**src/rtl/mem_pkg.sv**
```systemverilog
`default_nettype none
// +------------------------------------------------------------------+
// | mem_pkg                                                          |
// | Shared encodings for the MEM-stage data bridge.                  |
// | Revision: 1.0                                                    |
// +------------------------------------------------------------------+
package mem_pkg;

  localparam logic [1:0] SZ_BYTE = 2'b00;
  localparam logic [1:0] SZ_HALF = 2'b01;
  localparam logic [1:0] SZ_WORD = 2'b10;

  typedef enum logic [1:0] {
    IDLE   = 2'd0,
    HDSK   = 2'd1,
    WAITLD = 2'd2,
    DRAIN  = 2'd3
  } state_t;

  typedef struct packed {
    logic       wr;
    logic [1:0] off;
    logic [1:0] size;
    logic       sgn;
  } tag_t;

  localparam int TAG_W = $bits(tag_t);

  localparam logic [3:0] BE_B0 = 4'b0001;
  localparam logic [3:0] BE_B1 = 4'b0010;
  localparam logic [3:0] BE_B2 = 4'b0100;
  localparam logic [3:0] BE_B3 = 4'b1000;
  localparam logic [3:0] BE_H0 = 4'b0011;
  localparam logic [3:0] BE_H1 = 4'b1100;
  localparam logic [3:0] BE_W  = 4'b1111;

  // Returns {legal, size[1:0], off[1:0]} for a store byte-enable code.
  function automatic logic [4:0] decode_be(input logic [3:0] be);
    logic [4:0] r;
    case (be)
      BE_B0:   r = {1'b1, SZ_BYTE, 2'd0};
      BE_B1:   r = {1'b1, SZ_BYTE, 2'd1};
      BE_B2:   r = {1'b1, SZ_BYTE, 2'd2};
      BE_B3:   r = {1'b1, SZ_BYTE, 2'd3};
      BE_H0:   r = {1'b1, SZ_HALF, 2'd0};
      BE_H1:   r = {1'b1, SZ_HALF, 2'd2};
      BE_W:    r = {1'b1, SZ_WORD, 2'd0};
      default: r = 5'b0;
    endcase
    return r;
  endfunction

endpackage
`default_nettype wire

```
**src/rtl/tag_fifo.sv**
```systemverilog
`default_nettype none
// +------------------------------------------------------------------+
// | tag_fifo                                                         |
// | In-order tag queue for outstanding bus transactions.             |
// | Revision: 1.0                                                    |
// +------------------------------------------------------------------+
module tag_fifo #(
  parameter int DEPTH = 2,
  parameter int WIDTH = 6
) (
  input  logic             clk,
  input  logic             rst,
  input  logic             push,
  input  logic             pop,
  input  logic [WIDTH-1:0] din,
  output logic             full,
  output logic             empty,
  output logic [WIDTH-1:0] head
);

  localparam int PW = (DEPTH > 1) ? $clog2(DEPTH) : 1;
  localparam int CW = $clog2(DEPTH + 1);

  logic [WIDTH-1:0] mem_q [DEPTH];
  logic [PW-1:0]    wptr_q, rptr_q;
  logic [CW-1:0]    cnt_q;
  logic             do_push, do_pop;

  function automatic logic [PW-1:0] ptr_inc(input logic [PW-1:0] p);
    return (p == PW'(DEPTH - 1)) ? '0 : p + 1'b1;
  endfunction

  assign full    = (cnt_q == CW'(DEPTH));
  assign empty   = (cnt_q == '0);
  // Push looks only at the current count, so a same-cycle pop never frees room.
  assign do_push = push && !full;
  assign do_pop  = pop && !empty;
  assign head    = mem_q[rptr_q];

  always_ff @(posedge clk or negedge rst) begin
    if (!rst) begin
      wptr_q <= '0;
      rptr_q <= '0;
      cnt_q  <= '0;
      for (int i = 0; i < DEPTH; i++) mem_q[i] <= '0;
    end else begin
      if (do_push) begin
        mem_q[wptr_q] <= din;
        wptr_q        <= ptr_inc(wptr_q);
      end
      if (do_pop) rptr_q <= ptr_inc(rptr_q);
      case ({do_push, do_pop})
        2'b10:   cnt_q <= cnt_q + 1'b1;
        2'b01:   cnt_q <= cnt_q - 1'b1;
        default: cnt_q <= cnt_q;
      endcase
    end
  end

endmodule
`default_nettype wire

```
**src/rtl/data_sram_bridge.sv**
```systemverilog
`default_nettype none
// +------------------------------------------------------------------+
// | data_sram_bridge                                                 |
// | MEM-stage load/store bridge onto the SRAM-like data bus.         |
// | Revision: 1.0                                                    |
// +------------------------------------------------------------------+
module data_sram_bridge
  import mem_pkg::*;
#(
  parameter int ADDR_W  = 32,
  parameter int MAX_OUT = 2,
  parameter int MASK_HI = 3
) (
  input  logic              clk,
  input  logic              rst,
  output logic              data_req,
  output logic              data_wr,
  output logic [1:0]        data_size,
  output logic [ADDR_W-1:0] data_addr,
  output logic [31:0]       data_wdata,
  input  logic [31:0]       data_rdata,
  input  logic              data_addr_ok,
  input  logic              data_data_ok,
  input  logic              MemRead,
  input  logic [3:0]        MemWrite,
  input  logic [1:0]        LoadSize,
  input  logic              LoadSigned,
  input  logic [ADDR_W-1:0] addr,
  input  logic [31:0]       wdata,
  output logic [31:0]       load_data,
  output logic              load_valid,
  output logic              be_err,
  output logic              stall,
  output logic              CLR
);

  localparam logic [ADDR_W-1:0] ADDR_KEEP = {ADDR_W{1'b1}} >> MASK_HI;

  state_t             state_q, state_d;
  logic [ADDR_W-1:2]  cap_addr_q;
  logic [31:0]        cap_wdata_q;
  tag_t               cap_tag_q;

  logic [4:0]         be_dec;
  logic               ld_mis, op_ok, op_err;
  tag_t               live_tag, bus_tag, head_tag;
  logic [TAG_W-1:0]   fifo_head;
  logic               fifo_full, fifo_empty, pop_ok;
  logic               req, use_cap, push, capture, stall_c, err_c, lv_c;
  logic [ADDR_W-1:2]  bus_addr_hi;
  logic [31:0]        lane, ext;

  assign be_dec = decode_be(MemWrite);
  assign ld_mis = (LoadSize == SZ_HALF && addr[0]) ||
                  (LoadSize == SZ_WORD && addr[1:0] != 2'b00);
  assign op_ok  = MemRead ? !ld_mis : be_dec[4];
  assign op_err = MemRead ? ld_mis  : (MemWrite != 4'b0000 && !be_dec[4]);

  always_comb begin
    live_tag.wr   = !MemRead;
    live_tag.off  = MemRead ? addr[1:0] : be_dec[1:0];
    live_tag.size = MemRead ? LoadSize  : be_dec[3:2];
    live_tag.sgn  = MemRead && LoadSigned;
  end

  tag_fifo #(.DEPTH(MAX_OUT), .WIDTH(TAG_W)) u_tag_fifo (
    .clk   (clk),
    .rst   (rst),
    .push  (push),
    .pop   (data_data_ok),
    .din   (use_cap ? cap_tag_q : live_tag),
    .full  (fifo_full),
    .empty (fifo_empty),
    .head  (fifo_head)
  );

  assign head_tag = tag_t'(fifo_head);
  assign pop_ok   = data_data_ok && !fifo_empty;

  always_ff @(posedge clk or negedge rst) begin
    if (!rst) begin
      state_q     <= IDLE;
      cap_addr_q  <= '0;
      cap_wdata_q <= '0;
      cap_tag_q   <= '0;
    end else begin
      state_q <= state_d;
      if (capture) begin
        cap_addr_q  <= addr[ADDR_W-1:2];
        cap_wdata_q <= wdata;
        cap_tag_q   <= live_tag;
      end
    end
  end

  // Outputs are qualified by rst so everything reads zero while reset is held.
  always_comb begin
    state_d = state_q;
    req     = 1'b0;
    use_cap = 1'b0;
    push    = 1'b0;
    capture = 1'b0;
    stall_c = 1'b0;
    err_c   = 1'b0;
    lv_c    = 1'b0;
    if (rst) begin
      case (state_q)
        IDLE: begin
          err_c = op_err;
          if (op_ok) begin
            if (fifo_full) begin
              state_d = DRAIN;
              stall_c = 1'b1;
            end else begin
              req     = 1'b1;
              capture = 1'b1;
              if (data_addr_ok) begin
                push = 1'b1;
                if (!live_tag.wr) begin
                  state_d = WAITLD;
                  stall_c = 1'b1;
                end
              end else begin
                state_d = HDSK;
                stall_c = 1'b1;
              end
            end
          end
        end
        HDSK: begin
          req     = 1'b1;
          use_cap = 1'b1;
          stall_c = 1'b1;
          if (data_addr_ok) begin
            push    = 1'b1;
            state_d = cap_tag_q.wr ? IDLE : WAITLD;
            stall_c = !cap_tag_q.wr;
          end
        end
        DRAIN: begin
          stall_c = 1'b1;
          if (pop_ok) state_d = IDLE;
        end
        WAITLD: begin
          stall_c = 1'b1;
          // The pending load is always the youngest tag; older stores drain silently.
          if (pop_ok && !head_tag.wr) begin
            lv_c    = 1'b1;
            stall_c = 1'b0;
            state_d = IDLE;
          end
        end
        default: state_d = IDLE;
      endcase
    end
  end

  assign bus_tag     = use_cap ? cap_tag_q : live_tag;
  assign bus_addr_hi = use_cap ? cap_addr_q : addr[ADDR_W-1:2];

  assign data_req   = req;
  assign data_wr    = req && bus_tag.wr;
  assign data_size  = req ? bus_tag.size : 2'b00;
  assign data_addr  = req ? ({bus_addr_hi, bus_tag.off} & ADDR_KEEP) : '0;
  assign data_wdata = req ? (use_cap ? cap_wdata_q : wdata) : 32'h0;

  always_comb begin
    lane = data_rdata >> {head_tag.off, 3'b000};
    case (head_tag.size)
      SZ_BYTE: ext = {{24{head_tag.sgn & lane[7]}}, lane[7:0]};
      SZ_HALF: ext = {{16{head_tag.sgn & lane[15]}}, lane[15:0]};
      default: ext = lane;
    endcase
  end

  assign load_data  = lv_c ? ext : 32'h0;
  assign load_valid = lv_c;
  assign be_err     = err_c;
  assign stall      = stall_c;
  assign CLR        = stall_c;

endmodule
`default_nettype wire

```
**config.mk**
```make
export PLATFORM = sky130hd
export DESIGN_NAME = data_sram_bridge
export DESIGN_NICKNAME = d
export VERILOG_FILES = /design/src/rtl/mem_pkg.sv /design/src/rtl/tag_fifo.sv /design/src/rtl/data_sram_bridge.sv
export SDC_FILE = /design/constraint.sdc
export NUM_CORES = 1
export LEC_CHECK = 0
export ABC_AREA = 1
export ABC_CLOCK_PERIOD_IN_PS = 2300
export CAP_MARGIN = 20
export CORE_MARGIN = 2
export CORE_UTILIZATION = 45
export DETAILED_ROUTE_END_ITERATION = 7
export MAX_ROUTING_LAYER = met4
export PLACE_DENSITY = 0.88
export SETUP_SLACK_MARGIN = 0.1
export SYNTH_ARGS = -nofsm -noshare
export SYNTH_HDL_FRONTEND = slang
export SYNTH_SLANG_ARGS = --single-unit
export TNS_END_PERCENT = 10
```
**constraint.sdc**
```tcl
create_clock -name clk -period 2.3 [get_ports clk]
set_clock_uncertainty 0.1 [all_clocks]
set_input_delay 0.23 -clock clk [delete_from_list [all_inputs] [get_ports clk]]
set_output_delay 0.23 -clock clk [all_outputs]
set_load 0.1 [all_outputs]
```
==> results.sh <==
export IMPL_status="complete, but fails checks"
export IMPL_violations="design-rule violations, negative setup slack"
export IMPL_fp_dieW_um=115.3
export IMPL_final_nets=1206
export IMPL_yosysMostFrequentCell="nand2_1"
export IMPL_wirelength_mm=29.31
export IMPL_ff2ff_path_depth=11
export IMPL_fill_cells=449
export IMPL_synth_fa_ha_area_share_pct=0.2244
export IMPL_ant_nets=0
export IMPL_dp_hpwl_mm=14.44
export IMPL_p_leak_nw=4.862
export IMPL_synthXorXnorAreaFrac_pct=0.4712
export IMPL_path_max_fanout=7
export IMPL_placed_cell_area_sq_um=9460
export IMPL_insertion_delay_ns=0.34
export IMPL_wl_per_cell_um=23.08
export IMPL_syn2layout_area_growth_pct=94.95
export IMPL_synth_seq_cells=83
export IMPL_fin_crit_sh_pct=112.8
export IMPL_critical_path_class="flip-flop to output pin"
export IMPL_grt_setup_unrepaired="true"
export IMPL_synth_top_family_by_area="simple AND/OR/NAND/NOR gates"
export IMPL_fin_cells=1270
export IMPL_ys_top_cells_by_count="444 x nand2_1, 92 x a21oi_1, 83 x dfrtp_1"
export IMPL_synth_compound_area_share_pct=12.97
export IMPL_max_freq_mhz=385.5
export IMPL_r2r_end="u_tag_fifo.cnt_q[1]"
export IMPL_cp_end_kind="output pin"
export IMPL_drtPass1Iterations=8
export IMPL_synth_edf_count=0
export IMPL_pwr_density_cell_nw_per_um2=1381
export IMPL_avgSynthCellArea_sq_um=6.439
export IMPL_required_ns=1.97
export IMPL_ys_flop_type="dfrtp_1"
export IMPL_relSlewSlack_pct=47.36
export IMPL_diodes=0
export IMPL_synthSimpleGateAreaFrac_pct=40.21
export IMPL_final_hold_violation_count=0
export IMPL_ctsRootBufferMaster="clkbuf_16"
export IMPL_cts_buffer_depth=2
export IMPL_ys_warn_count=0
export IMPL_syn_inst=866
export IMPL_cts_sinks=83
export IMPL_dieArea_sq_um=13300
export IMPL_yosysSeqAreaShare_pct=37.24
export IMPL_hold_slack_ns=0.04496
export IMPL_io_buffer_count=205
export IMPL_grt_max_degree=59
export IMPL_final_layout_size_suffix_gt1_share_pct=31.03
export IMPL_pre_cts_ws_ns=-0.1560
export IMPL_cts_tree="yes"
export IMPL_path_cells="buf_8 > nand2_8 > nand2_8 > buf_6 > buf_6 > o21ai_2 > nand2_1 > nand2_2 > inv_1 > nor2_4 > buf_12"
export IMPL_avgViaCountPerCell=6.169
export IMPL_setup_ws_ns=-0.2941
export IMPL_setup_viol=96
export IMPL_drt_initial_drc_count=1211
export IMPL_hold_class="primary input to async pin"
export IMPL_drc=6
export IMPL_numCtsBuffers=9
export IMPL_clk_pin_slew_ns=0.07
export IMPL_muxShareOfSynthArea_pct=0
export IMPL_placed_cells=1230
export IMPL_tightest_slew_ns=0.7896
export IMPL_ios=212
export IMPL_max_stage_delay_ns=0.48
export IMPL_overflow=0
export IMPL_htreeDepth=3
export IMPL_ff_latch_area_sq_um=2081
export IMPL_track_usage_pct=36.15
export IMPL_gpl_final_weighted_congestion=0.9372
export IMPL_grt_pass1_vias=7222
export IMPL_synth_area_leader_cell="dfrtp_1"
export IMPL_synth_top_area_share_pct=37.24
export IMPL_min_period_ns=2.594
export IMPL_multi_input_comb_area_sq_um=4154
export IMPL_start_util_pct=46.23
export IMPL_crit_slowest_cell="dfrtp_2"
export IMPL_antenna_found_initial=0
export IMPL_worstPathArrival_ns=2.26
export IMPL_r2r_start="state_q[1]"
export IMPL_ir_worst_vdd_mv=0.8520
export IMPL_yosysUniqueCellTypes=31
export IMPL_core_sq_um=12060
export IMPL_slew_viol_final=0
export IMPL_fin_area_sq_um=10870
export IMPL_die_h_um=115.3
export IMPL_grt_pass1_wl_mm=36.69
export IMPL_reg2reg_slack_ns=0.03
export IMPL_max_cap_violations=0
export IMPL_num_vias=7834
export IMPL_ys_async_sr_fraction_pct=100.0
export IMPL_synth_area_sq_um=5577
export IMPL_totalPowerFinal_mw=15.01
export IMPL_crit_path_start_kind="flip-flop"
export IMPL_num_rows=40
export IMPL_synthTopCellsByArea="dfrtp_1 37%, nand2_1 30%, a21oi_1 8.3%"
-- routing by layer --
metal / track usage [%] / wire, um / up-vias
li1: - / - / 3197
met1: 42.21 / 9464 / 3626
met2: 58.99 / 14150 / 750
met3: 8.645 / 3182 / 261
met4: 16.47 / 2516 / 0
met5: - / 0 / -
-- through the flow --
step / TNS, ns / utilization, %
after detailed placement: -12.30 / 78.43
after CTS: -5.966 / 84.51
after floorplan: -23.89 / -
after global routing: -16.56 / 90.13
final: -11.03 / 90.13
after global placement: -5.264 / 78.43
-- worst max-delay path by stage --
stage | to | cells after the start | start
6_report | load_data[22] | 11 | u_tag_fifo.rptr_q
5_1_grt | load_data[14] | 8 | u_tag_fifo.rptr_q
4_1_cts | load_data[18] | 12 | u_tag_fifo.rptr_q
3_5_place_dp | data_wdata[11] | 11 | MemWrite[0]
3_3_place_gp | data_wdata[22] | 11 | MemRead
2_1_floorplan | load_data[10] | 7 | u_tag_fifo.rptr_q
-- what timing repair did --
item	in CTS	in global routing
pin swaps	13	12
gates resized for setup	73	90
setup endpoints to repair	98	104
gates cloned	4	7
endpoints found under the hold margin	25	0
hold buffers	1	0
buffers inserted	6	6
-- where the power goes --
group / total [mW] / switching, mW / internal [mW]
Clock: 1.60 / 0.646 / 0.951
Sequential: 2.69 / 0.562 / 2.12
Combinational: 10.7 / 7.06 / 3.66
-- flip-flops by register name, summed over array words and instances (netlist names) --
| signal | count |
|---|---|
| cap_addr_q | 27 |
| cap_tag_q | 6 |
| cap_wdata_q | 32 |
| state_q | 2 |
| u_tag_fifo.cnt_q | 2 |
| u_tag_fifo.mem_q | 12 |
| u_tag_fifo.rptr_q | 1 |
| u_tag_fifo.wptr_q | 1 |
-- layout by cell type (no fill, tap or decap), drive strengths merged --
master and count:
a21oi 92, a31oi 8, buf 163, bufinv 2, clkbuf 13, clkdlybuf4s50 98
clkinv 3, clkinvlp 1, conb 3, dfrtp 83, dlygate4sd2 5, dlygate4sd3 1
ha 1, inv 50, nand2 453, nand3 22, nand4 17, nor2 40
o21a 1, o21ai 38, or2 5, xnor2 1, xor2 2
-- area by class of cell --
type	instances	share of cell area, %
Multi-Input combinational cell	683	38.21
Timing Repair Buffer	271	35.91
Sequential cell	83	19.14
Clock buffer	9	2.072
Tap cell	168	1.933
Inverter	49	1.899
Clock inverter	7	0.8401
-- critical path: cells and delay by family (launching register included) --
kind,cells,cell delay [ns]
flip-flops,1,0.48
buffers and inverters,5,0.69
AO/OA/AOI/OAI,1,0.19
AND/OR/NAND/NOR,5,0.54
-- cells by family after synthesis --
family,after synthesis
buf+inv,103
xor+xnor,3
simple gates,536
flops,83
compound gates,139
fa+ha+maj,1
other cells,1
Note: power is estimated with default switching activity, not from simulation.
